<file path="src/rtl/pcie_ingress_parser_if.sv">
// Bus bundle for the PCIe ingress parser: the RX AXI-Stream beat channel from the
// PCIe core and the write port into the ingress ping-pong FIFO.
interface pcie_ingress_parser_if;
  logic [31:0] i_axi_ingress_data;
  logic [3:0]  i_axi_ingress_keep;
  logic        i_axi_ingress_last;
  logic        i_axi_ingress_valid;
  logic        o_axi_ingress_ready;
  logic        i_fifo_rdy;
  logic        o_fifo_act;
  logic [23:0] i_fifo_size;
  logic        o_fifo_stb;
  logic [31:0] o_fifo_data;

  // Handshake: a beat transfers on a rising clk edge where valid and ready are both high;
  // ready never looks at valid, and data/keep/last are only meaningful while valid is high.
  modport slave (
    input  i_axi_ingress_data,
    input  i_axi_ingress_keep,
    input  i_axi_ingress_last,
    input  i_axi_ingress_valid,
    output o_axi_ingress_ready,
    input  i_fifo_rdy,
    output o_fifo_act,
    input  i_fifo_size,
    output o_fifo_stb,
    output o_fifo_data
  );

  modport master (
    output i_axi_ingress_data,
    output i_axi_ingress_keep,
    output i_axi_ingress_last,
    output i_axi_ingress_valid,
    input  o_axi_ingress_ready,
    output i_fifo_rdy,
    input  o_fifo_act,
    output i_fifo_size,
    input  o_fifo_stb,
    input  o_fifo_data
  );
endinterface

</file>
<file path="src/rtl/pcie_ingress_parser.sv">
// PCIe RX TLP parser: decodes 3/4-DWORD headers and streams MWR/CPLD payload into
// the ingress FIFO, one TLP per i_enable grant.
module pcie_ingress_parser (
  input  logic                  clk,
  input  logic                  rst,
  input  logic                  i_enable,
  output logic                  o_finished,
  pcie_ingress_parser_if.slave  bus,
  output logic                  o_hdr_stb,
  output logic [7:0]            o_command,
  output logic [13:0]           o_flags,
  output logic [9:0]            o_dword_cnt,
  output logic [15:0]           o_requester_id,
  output logic [7:0]            o_tag,
  output logic [2:0]            o_cpl_status,
  output logic [11:0]           o_byte_count,
  output logic [63:0]           o_address,
  output logic                  o_drop_pkt,
  output logic                  o_error,
  output logic [3:0]            o_state
);
  typedef enum logic [3:0] {
    IDLE          = 4'd0,
    READ_HDR      = 4'd1,
    WAIT_FOR_FIFO = 4'd2,
    READ_DATA     = 4'd3,
    DROP          = 4'd4,
    FINISHED      = 4'd5
  } state_t;

  localparam logic [7:0] CMD_MWR32 = 8'h40;
  localparam logic [7:0] CMD_MWR64 = 8'h60;
  localparam logic [7:0] CMD_CPLD  = 8'h4A;
  localparam logic [7:0] CMD_CPL   = 8'h0A;

  state_t      state, state_nxt;
  logic [31:0] hdr_q0, hdr_q1, hdr_q2;
  logic [1:0]  hdr_idx;
  logic        is4_q;
  logic [23:0] buf_cnt;
  logic [10:0] pkt_cnt;
  logic [10:0] dcnt_q;
  logic        fifo_act_q, fifo_stb_q;
  logic [31:0] fifo_data_q;

  logic        ready_c, accept;
  logic        hdr_wr, hdr_done, err_set, drop_set, act_set, fifo_wr;
  logic [31:0] h0, h1, h2;
  logic        is4_cur;
  logic [1:0]  last_idx;
  logic [7:0]  cmd;
  logic        is_data_cmd;
  logic [10:0] dcnt_dec;
  logic [15:0] f_req;
  logic [7:0]  f_tag;
  logic [2:0]  f_status;
  logic [11:0] f_bc;
  logic [63:0] f_addr;
  logic        unused_ok;

  assign unused_ok = ^{bus.i_axi_ingress_keep, h1[12]};

  assign ready_c = (state == READ_HDR) || (state == DROP) ||
                   ((state == READ_DATA) && (buf_cnt < bus.i_fifo_size));
  assign accept  = bus.i_axi_ingress_valid && ready_c;

  assign bus.o_axi_ingress_ready = ready_c;
  assign bus.o_fifo_act          = fifo_act_q;
  assign bus.o_fifo_stb          = fifo_stb_q;
  assign bus.o_fifo_data         = fifo_data_q;
  assign o_finished              = (state == FINISHED);
  assign o_state                 = state;

  // The final header beat is still on the bus, so the header view splices it in live.
  assign h0 = (hdr_idx == 2'd0) ? bus.i_axi_ingress_data : hdr_q0;
  assign h1 = (hdr_idx == 2'd1) ? bus.i_axi_ingress_data : hdr_q1;
  assign h2 = (hdr_idx == 2'd2) ? bus.i_axi_ingress_data : hdr_q2;

  assign is4_cur     = (hdr_idx == 2'd0) ? bus.i_axi_ingress_data[29] : is4_q;
  assign last_idx    = is4_cur ? 2'd3 : 2'd2;
  assign cmd         = h0[31:24];
  assign is_data_cmd = (cmd == CMD_MWR32) || (cmd == CMD_MWR64) || (cmd == CMD_CPLD);
  assign dcnt_dec    = (h0[9:0] == 10'd0) ? 11'd1024 : {1'b0, h0[9:0]};

  always_comb begin
    f_req    = h1[31:16];
    f_tag    = h1[15:8];
    f_status = 3'd0;
    f_bc     = 12'd0;
    f_addr   = 64'd0;
    case (cmd)
      CMD_MWR32: f_addr = {32'h0, h2[31:2], 2'b00};
      CMD_MWR64: f_addr = {h2, bus.i_axi_ingress_data[31:2], 2'b00};
      CMD_CPL, CMD_CPLD: begin
        f_req    = h2[31:16];
        f_tag    = h2[15:8];
        f_status = h1[15:13];
        f_bc     = h1[11:0];
        f_addr   = {57'h0, h2[6:0]};
      end
      default: ;
    endcase
  end

  always_ff @(posedge clk) begin
    if (rst) state <= IDLE;
    else     state <= state_nxt;
  end

  always_comb begin
    state_nxt = state;
    hdr_wr    = 1'b0;
    hdr_done  = 1'b0;
    err_set   = 1'b0;
    drop_set  = 1'b0;
    act_set   = 1'b0;
    fifo_wr   = 1'b0;
    case (state)
      IDLE: if (i_enable) state_nxt = READ_HDR;
      READ_HDR: begin
        if (accept) begin
          hdr_wr = 1'b1;
          if (hdr_idx == last_idx) begin
            hdr_done = 1'b1;
            if (is_data_cmd) begin
              // A data TLP ending on its header has no payload to match its length.
              if (bus.i_axi_ingress_last) begin
                err_set   = 1'b1;
                state_nxt = FINISHED;
              end else begin
                state_nxt = WAIT_FOR_FIFO;
              end
            end else if (cmd == CMD_CPL) begin
              err_set   = !bus.i_axi_ingress_last;
              state_nxt = FINISHED;
            end else begin
              drop_set  = 1'b1;
              state_nxt = bus.i_axi_ingress_last ? FINISHED : DROP;
            end
          end else if (bus.i_axi_ingress_last) begin
            err_set   = 1'b1;
            state_nxt = FINISHED;
          end
        end
      end
      WAIT_FOR_FIFO: begin
        if (bus.i_fifo_rdy && !fifo_act_q) begin
          act_set   = 1'b1;
          state_nxt = READ_DATA;
        end
      end
      READ_DATA: begin
        if (buf_cnt >= bus.i_fifo_size) begin
          state_nxt = WAIT_FOR_FIFO;
        end else if (accept) begin
          fifo_wr = 1'b1;
          if (bus.i_axi_ingress_last) begin
            err_set   = ((pkt_cnt + 11'd1) != dcnt_q);
            state_nxt = FINISHED;
          end else if ((pkt_cnt + 11'd1) == dcnt_q) begin
            err_set   = 1'b1;
            state_nxt = DROP;
          end else if ((buf_cnt + 24'd1) == bus.i_fifo_size) begin
            state_nxt = WAIT_FOR_FIFO;
          end
        end
      end
      DROP: if (accept && bus.i_axi_ingress_last) state_nxt = FINISHED;
      FINISHED: if (!i_enable) state_nxt = IDLE;
      default: state_nxt = IDLE;
    endcase
  end

  always_ff @(posedge clk) begin
    if (rst) begin
      hdr_q0         <= 32'd0;
      hdr_q1         <= 32'd0;
      hdr_q2         <= 32'd0;
      hdr_idx        <= 2'd0;
      is4_q          <= 1'b0;
      buf_cnt        <= 24'd0;
      pkt_cnt        <= 11'd0;
      dcnt_q         <= 11'd0;
      fifo_act_q     <= 1'b0;
      fifo_stb_q     <= 1'b0;
      fifo_data_q    <= 32'd0;
      o_hdr_stb      <= 1'b0;
      o_command      <= 8'd0;
      o_flags        <= 14'd0;
      o_dword_cnt    <= 10'd0;
      o_requester_id <= 16'd0;
      o_tag          <= 8'd0;
      o_cpl_status   <= 3'd0;
      o_byte_count   <= 12'd0;
      o_address      <= 64'd0;
      o_drop_pkt     <= 1'b0;
      o_error        <= 1'b0;
    end else begin
      o_hdr_stb  <= hdr_done;
      o_error    <= err_set;
      o_drop_pkt <= drop_set;
      fifo_stb_q <= fifo_wr;
      if (fifo_wr) fifo_data_q <= bus.i_axi_ingress_data;

      // Outside READ_DATA the buffer is released one cycle after the last strobe.
      if (act_set)                 fifo_act_q <= 1'b1;
      else if (state != READ_DATA) fifo_act_q <= 1'b0;

      if (state == IDLE) begin
        hdr_idx <= 2'd0;
        pkt_cnt <= 11'd0;
        buf_cnt <= 24'd0;
      end

      if (hdr_wr) begin
        case (hdr_idx)
          2'd0: begin
            hdr_q0 <= bus.i_axi_ingress_data;
            is4_q  <= bus.i_axi_ingress_data[29];
          end
          2'd1:    hdr_q1 <= bus.i_axi_ingress_data;
          2'd2:    hdr_q2 <= bus.i_axi_ingress_data;
          default: ;
        endcase
        hdr_idx <= hdr_idx + 2'd1;
      end

      if (hdr_done) begin
        o_command      <= cmd;
        o_flags        <= h0[23:10];
        o_dword_cnt    <= h0[9:0];
        o_requester_id <= f_req;
        o_tag          <= f_tag;
        o_cpl_status   <= f_status;
        o_byte_count   <= f_bc;
        o_address      <= f_addr;
        dcnt_q         <= dcnt_dec;
      end

      if (act_set)      buf_cnt <= 24'd0;
      else if (fifo_wr) buf_cnt <= buf_cnt + 24'd1;
      if (fifo_wr)      pkt_cnt <= pkt_cnt + 11'd1;
    end
  end
endmodule

</file>
<file path="src/flat_wrapper.sv">
// flat-port wrapper written by rule: the top's interface ports become plain ports
module pcie_ingress_parser_flat 
  (clk, rst, i_enable, o_finished, o_hdr_stb, o_command, o_flags, o_dword_cnt, o_requester_id, o_tag, o_cpl_status, o_byte_count, o_address, o_drop_pkt, o_error, o_state, bus_i_axi_ingress_data, bus_i_axi_ingress_keep, bus_i_axi_ingress_last, bus_i_axi_ingress_valid, bus_o_axi_ingress_ready, bus_i_fifo_rdy, bus_o_fifo_act, bus_i_fifo_size, bus_o_fifo_stb, bus_o_fifo_data);
  pcie_ingress_parser_if bus_i ();
  input  logic clk;
  input  logic rst;
  input  logic i_enable;
  output logic o_finished;
  output logic o_hdr_stb;
  output logic [7:0] o_command;
  output logic [13:0] o_flags;
  output logic [9:0] o_dword_cnt;
  output logic [15:0] o_requester_id;
  output logic [7:0] o_tag;
  output logic [2:0] o_cpl_status;
  output logic [11:0] o_byte_count;
  output logic [63:0] o_address;
  output logic o_drop_pkt;
  output logic o_error;
  output logic [3:0] o_state;
  input wire logic [$bits(bus_i.i_axi_ingress_data)-1:0] bus_i_axi_ingress_data;
  input wire logic [$bits(bus_i.i_axi_ingress_keep)-1:0] bus_i_axi_ingress_keep;
  input wire logic [$bits(bus_i.i_axi_ingress_last)-1:0] bus_i_axi_ingress_last;
  input wire logic [$bits(bus_i.i_axi_ingress_valid)-1:0] bus_i_axi_ingress_valid;
  output wire logic [$bits(bus_i.o_axi_ingress_ready)-1:0] bus_o_axi_ingress_ready;
  input wire logic [$bits(bus_i.i_fifo_rdy)-1:0] bus_i_fifo_rdy;
  output wire logic [$bits(bus_i.o_fifo_act)-1:0] bus_o_fifo_act;
  input wire logic [$bits(bus_i.i_fifo_size)-1:0] bus_i_fifo_size;
  output wire logic [$bits(bus_i.o_fifo_stb)-1:0] bus_o_fifo_stb;
  output wire logic [$bits(bus_i.o_fifo_data)-1:0] bus_o_fifo_data;
  assign bus_i.i_axi_ingress_data = bus_i_axi_ingress_data;
  assign bus_i.i_axi_ingress_keep = bus_i_axi_ingress_keep;
  assign bus_i.i_axi_ingress_last = bus_i_axi_ingress_last;
  assign bus_i.i_axi_ingress_valid = bus_i_axi_ingress_valid;
  assign bus_o_axi_ingress_ready = bus_i.o_axi_ingress_ready;
  assign bus_i.i_fifo_rdy = bus_i_fifo_rdy;
  assign bus_o_fifo_act = bus_i.o_fifo_act;
  assign bus_i.i_fifo_size = bus_i_fifo_size;
  assign bus_o_fifo_stb = bus_i.o_fifo_stb;
  assign bus_o_fifo_data = bus_i.o_fifo_data;
  pcie_ingress_parser u_core (.clk(clk), .rst(rst), .i_enable(i_enable), .o_finished(o_finished), .bus(bus_i), .o_hdr_stb(o_hdr_stb), .o_command(o_command), .o_flags(o_flags), .o_dword_cnt(o_dword_cnt), .o_requester_id(o_requester_id), .o_tag(o_tag), .o_cpl_status(o_cpl_status), .o_byte_count(o_byte_count), .o_address(o_address), .o_drop_pkt(o_drop_pkt), .o_error(o_error), .o_state(o_state));
endmodule
</file>
<file path="config.mk">
export PLATFORM = sky130hd
export DESIGN_NAME = pcie_ingress_parser_flat
export DESIGN_NICKNAME = d
export VERILOG_FILES = /design/src/rtl/pcie_ingress_parser_if.sv /design/src/rtl/pcie_ingress_parser.sv /design/src/flat_wrapper.sv
export SDC_FILE = /design/constraint.sdc
export NUM_CORES = 1
export LEC_CHECK = 0
export BUFFER_PORTS_ARGS = -buffer_cell sky130_fd_sc_hd__buf_2
export CORE_MARGIN = 2
export CORE_UTILIZATION = 30
export CTS_CLUSTER_DIAMETER = 80
export DETAILED_ROUTE_END_ITERATION = 8
export PLACE_DENSITY = 0.48
export SETUP_SLACK_MARGIN = 0.02
export SYNTH_ARGS = -nofsm -noshare
export SYNTH_HDL_FRONTEND = slang
export SYNTH_SLANG_ARGS = --single-unit
</file>
<file path="constraint.sdc">
create_clock -name clk -period 3.74 [get_ports clk]
set_input_delay 0.561 -clock clk [delete_from_list [all_inputs] [get_ports clk]]
set_output_delay 0.561 -clock clk [all_outputs]
set_load 0.05 [all_outputs]
</file>
* After elaboration in Yosys (flattened, before gate mapping)
Cells that the tools add are included.
Storage, ports and cells: register bits after elaboration 321, latch bits 0, bits in writable memories 0, ROM bits 0, bits of input ports 66, output and inout bits 178, memories kept 0
Cells by class: add/subtract/negate cells 3, multiply operators 0, divide/modulo/power cells 0, order comparisons 2, equality and inequality tests 24, shift-type cells 0, muxes and demuxes 56, bitwise gates (word level) 3, reduce and logical (&&, ||, !) cells 20
Operators with widths (number):
- 64-bit one-hot mux with 3 select lines | 1
- 32-bit 2-to-1 mux | 3
- 4-bit 2-to-1 mux | 14
- 24-bit 2-to-1 mux | 2
- 11-bit 2-to-1 mux | 3
- 24-bit by 1-bit adder with 24-bit output (second input constant) | 1
- 24-bit equality test | 1
- 8-bit by 7-bit equality test with 1-bit output (second input constant) | 3
- 24-bit >= comparator | 1
- 24-bit < comparator | 1
- 1-bit 2-to-1 mux | 24
- 4-bit one-hot mux with 6 select lines | 1
- 16-bit 2-to-1 mux | 1
- 12-bit 2-to-1 mux | 1
- 11-bit by 1-bit adder with 11-bit output (second input constant) | 1
- 11-bit equality test | 1
- 11-bit inequality test | 1
- 10-bit logical NOT | 1
- 4-bit by 2-bit equality test with 1-bit output (second input constant) | 2
- 4-bit by 3-bit equality test with 1-bit output (second input constant) | 2
- 8-bit by 4-bit equality test with 1-bit output (second input constant) | 1
- 8-bit 2-to-1 mux | 1
- 8-bit AND reduction | 1
- 3-bit 2-to-1 mux | 2
- 22 further kinds | 38

* Logic depth before layout (Yosys ltp)
word-level depth 9, mapped depth 13, depth with buffers taken out 12

* Worst setup path before layout
No wires, ideal clock.
path type reg-to-reg, from reg u_core.buf_cnt[0], to reg u_core.state[2], in the netlist u_core.o_state[2], library setup time 70 ps, arrival time 2868 ps, data required time 3670 ps, slack 802 ps, cell stages (with the launch flop) 11, clock period less this slack 2938 ps, cells stage by stage dfxtp_1 -> ha_1 -> nand3_4 -> or3_1 -> a211o_1 -> a2111oi_4 -> nand4_2 -> nor4_4 -> o21ai_2 -> or4_1 -> a21oi_1
On the way: cells in the longest elaborated chain, start to end 7, elaborated cells between the ends (all ways) 15, classes of those cells add/sub: 1; order compare: 2; eq/ne: 5; mux: 2; reduce/logical: 5
RTL lines:
- start, declared | line pcie_ingress_parser.sv:40 | logic [23:0] buf_cnt;
- start signal, assigned | line pcie_ingress_parser.sv:241 | else if (fifo_wr) buf_cnt <= buf_cnt + 24'd1;
- parallel branches: the longest is 7 deep, another holds 24-bit by 1-bit adder with 24-bit output
- end signal, assigned | line pcie_ingress_parser.sv:107 | else state <= state_nxt;
- end, declared | line pcie_ingress_parser.sv:36 | state_t state, state_nxt;
Parallel ways; which one is timed is not known. A chain may end at the register's enable or synchronous reset.

* Worst setup path in the final report
from reg u_core.buf_cnt[1], to reg u_core.state[2], in the netlist u_core.o_state[2]
Same word-level chain as after synthesis.

==> metrics.sh <==
TRITONCTS_CLOCK_TREE='yes'
HTREE_LEVELS=2
HOLD_PATH_CLASS='in -> reg'
POST_CTS.RESIZED_INSTANCES=0
CTS.PATH.MAX_BUFFERS=3
ARRIVAL_NS=3.95
POST-ROUTE-DRC-COUNT=0
WORST_EP_REQUIRED_TIME_NS=4.24
WORST-SETUP-PATH-TYPE='reg -> reg'
TOTAL_ROUTED_WIRELENGTH_UM=51200
NUM_ROWS=82
TRITONCTS_NUM_SINKS=320
RELSLEWSLACK_PCT=25.1
LAYOUTNONFILLERINSTCOUNT=2708
SYNTH_ENABLE_FLOP_CELLS=0
LAYOUT.NETS=2102
VIAS=13900
STATUS='complete, no violations'
FLOORPLAN.DIE_AREA_MM2=0.0525
CTS_BUFFERS=41
INITIALDRTVIOLATIONCOUNT=844
POST-SYNTH-TOP-AREA-CELL='sky130_fd_sc_hd__dfxtp_1'
MAX_FREQ_MHz=290
GP_ROUTABILITY_CONGESTION=0.805
CTS.HOLD.BUFFERS_ADDED=0
SYNTH.CELL_AREA_MM2=0.0152
SETUP_CLOCK_SKEW_AFTER_LAYOUT_NS=0.0219
ANT_NETS=0
POWER-PER-CELL-AREA_mW_PER_MM2=465
MAX_CAP_VIOL_COUNT=0
AREA_GROWTH_SYN_TO_LAYOUT_PCT=20.7
YS.FLOP_TYPE='sky130_fd_sc_hd__dfxtp_1'
SYNTH_CELL_TYPE_COUNT=63
VDD.IR_DROP.WORST_V=0.000295
FIN_CRIT_SH_PCT=92.3
MOST-COMMON-LAYOUT-CELLS='sky130_fd_sc_hd__dfxtp_1 (320), sky130_fd_sc_hd__nor2_1 (238), sky130_fd_sc_hd__buf_2 (237)'
TIMING.CRITICAL_PATH.TO_TYPE='flop'
YS_SEQ_AREA_SHARE_PCT=42.1
CLOCK_LATENCY_NS=0.57
SYNTH_FP_NETS=1950
CORE_AREA_MM2=0.0501
TOTAL_GRT_USAGE_PCT=19.0
POSTLAYOUTSETUPSLACKWORST_NS=0.287
DIE_WD_UM=229
CRIT_PATH_START_KIND='flop'
DIE-HEIGHT_UM=229
CRIT_PATH_MAX_FANOUT=13
REG_CLK_SLEW_REPORTED_PATHS_NS=0.06
FINALSETUPVIOLATIONS=0
NUMBER_OF_I_O_PORT_BUFFERS=238
GRT_ANTENNA_BEFORE_REPAIR=1
MOSTFREQUENTLAYOUTCELL='sky130_fd_sc_hd__dfxtp_1'
PLACED_INSTANCES=2635
LARGEST_CELLS_BY_AREA_AFTER_SYNTHESIS='sky130_fd_sc_hd__dfxtp_1 (42%), sky130_fd_sc_hd__a21oi_1 (7.5%), sky130_fd_sc_hd__mux2i_1 (6.3%)'
SYNTH_WARNINGS=0
DR_VIAS_CELL=5.12
SYNTH_LARGEST_TYPE_AREA_FRACTION_PCT=42.1
FILLER_CELL_COUNT=5269
SYN_AVG_CELL_AREA_UM2=8.20
FINALHOLDVIOLATIONS=0
FINAL_CORE_UTIL_PCT=36.7
STATIC-LEAKAGE-POWER_nW=7.21
MINIMUM_CLOCK_PERIOD_NS=3.45
GRT_OVERFLOW_TOTAL=0
FIRST_GLOBAL_VIAS=13000
SHARE_OF_CELLS_ABOVE_DRIVE_STRENGTH_1_PCT=19.0
SYN-INSTANCE-COUNT=1854
FIN_SETUP_TNS_NS=0
GRT_SETUP_UNREPAIRED='no'
DETAIL_ROUTE.WL_PER_CELL_UM=18.9
POSTSYNTHREGISTERBITS=320
GRT_MAX_DEGREE=128
MAXSLEWVIOLCOUNT=0
ASYNC_RESET_FF_SHARE_PCT=0
WORSTMARGINPINSLEW_NS=1.12
NUM_IO_PINS=244
DETAILEDPLACEMENTHPWL_UM=34100
GRT_FIRST_PASS_WIRELENGTH_UM=78500
FIRST_PASS_ITERS=5
PLACE_WORST_SETUP_SLACK_NS=0.328
CTS_SETUP_BUFFERS=0
CTS_ROOT_BUF='sky130_fd_sc_hd__clkbuf_16'
INITIAL_CORE_UTIL_PCT=30.4
==> cell families after synthesis <==
logic type | count (synthesis) | share of synthesized area (%)
simple gates | 639 | 18.7
compound gates | 497 | 20.5
flops | 320 | 42.1
buf+inv | 198 | 5.22
mux | 122 | 8.24
xor+xnor | 47 | 2.71
fa+ha+maj | 30 | 2.47
other cells | 1 | 0.0247
==> cell usage after synthesis (all sizes together) (8+ instances only) <==
cell / count
inv: 35
dfxtp: 320
nor4: 18
buf: 22
clkbuf: 140
xnor2: 38
o21ai: 47
o21a: 19
ha: 30
nor3: 36
mux2i: 96
nand3b: 10
nor2: 239
a22oi: 27
nand2: 237
and3: 8
nand4: 15
a211oi: 89
xor2: 9
mux2: 26
a21oi: 227
a2111oi: 27
o211ai: 30
nand2b: 8
nand3: 32
==> where the power goes <==
part | internal, mW | switching [mW]
combinational | 0.331 | 0.638
clock | 2.39 | 1.60
sequential | 3.51 | 0.0689
total | 6.23 | 2.31
==> sequential cells by signal, summed over array words and instances, names as in the netlist, 2 cells and up <==
signal and count:
u_core.bus.o_fifo_data 32, u_core.buf_cnt 24, u_core.o_state 3, u_core.o_flags 14, u_core.o_requester_id 16, u_core.dcnt_q 11
u_core.o_dword_cnt 10, u_core.o_tag 8, u_core.pkt_cnt 11, u_core.hdr_q1 32, u_core.hdr_q2 32, u_core.o_command 8
u_core.o_byte_count 12, u_core.hdr_q0 32, u_core.o_cpl_status 3, u_core.hdr_idx 2, u_core.o_address 64
==> worst paths after layout <==
| check | to | cells after the start | slack (ns) | startpoint |
|---|---|---|---|---|
| worst max register to register | u_core.o_state[2] | 10 | 0.29 | u_core.buf_cnt[1] |
| worst max-delay path | u_core.o_state[2] | 10 | 0.29 | u_core.buf_cnt[1] |
| worst min register to register | u_core.bus.o_fifo_data[27] | 2 | 0.45 | u_core.bus.o_fifo_data[27] |
| worst min-delay path | u_core.bus.o_fifo_act | 3 | 0.27 | bus_i_fifo_rdy |
==> area by class of cell <==
type / instances / area [um^2] / area share, %
repair buffers: 272 / 1570 / 8.55
well taps: 672 / 841 / 4.58
flip-flops and latches: 320 / 6410 / 34.9
clock buffers: 55 / 1120 / 6.09
inverters: 35 / 131 / 0.716
clock inverters: 17 / 221 / 1.21
multi-input cells: 1336 / 8070 / 43.9
diodes: 1 / 2.50 / 0.0136
==> worst max-delay path, stage by stage (launching register included) <==
cell and delay [ns]:
sky130_fd_sc_hd__dfxtp_1 0.44, sky130_fd_sc_hd__ha_1 0.37, sky130_fd_sc_hd__nand3_4 0.22, sky130_fd_sc_hd__nor4_2 0.60, sky130_fd_sc_hd__and4_1 0.34, sky130_fd_sc_hd__xnor2_1 0.19, sky130_fd_sc_hd__nand4_2 0.17, sky130_fd_sc_hd__nor4_4 0.29
sky130_fd_sc_hd__o21ai_2 0.14, sky130_fd_sc_hd__or4_1 0.49, sky130_fd_sc_hd__a21oi_1 0.13
==> metal layers <==
layer	routed length [um]	share of wire (%)	global-route usage, %	up-vias
li1	-	-	-	6854
met1	23700	46	25.6	6621
met2	22700	44	29.2	322
met3	3310	6.5	5.15	75
met4	1510	2.9	6.49	0
met5	0	0	0	-
==> through the flow <==
stage / area (um^2) / hold WS (ns) / power [mW]
finish: 18400 / 0.270 / 8.53
global route: 18400 / 0.271 / 8.92
CTS: 18400 / 0.241 / 8.66
detailed placement: 17000 / 0.441 / 4.62
global placement: 17000 / 0.439 / 4.61
floorplan: 15200 / 0.434 / 4.31
Power figures use the tool's default switching activity.
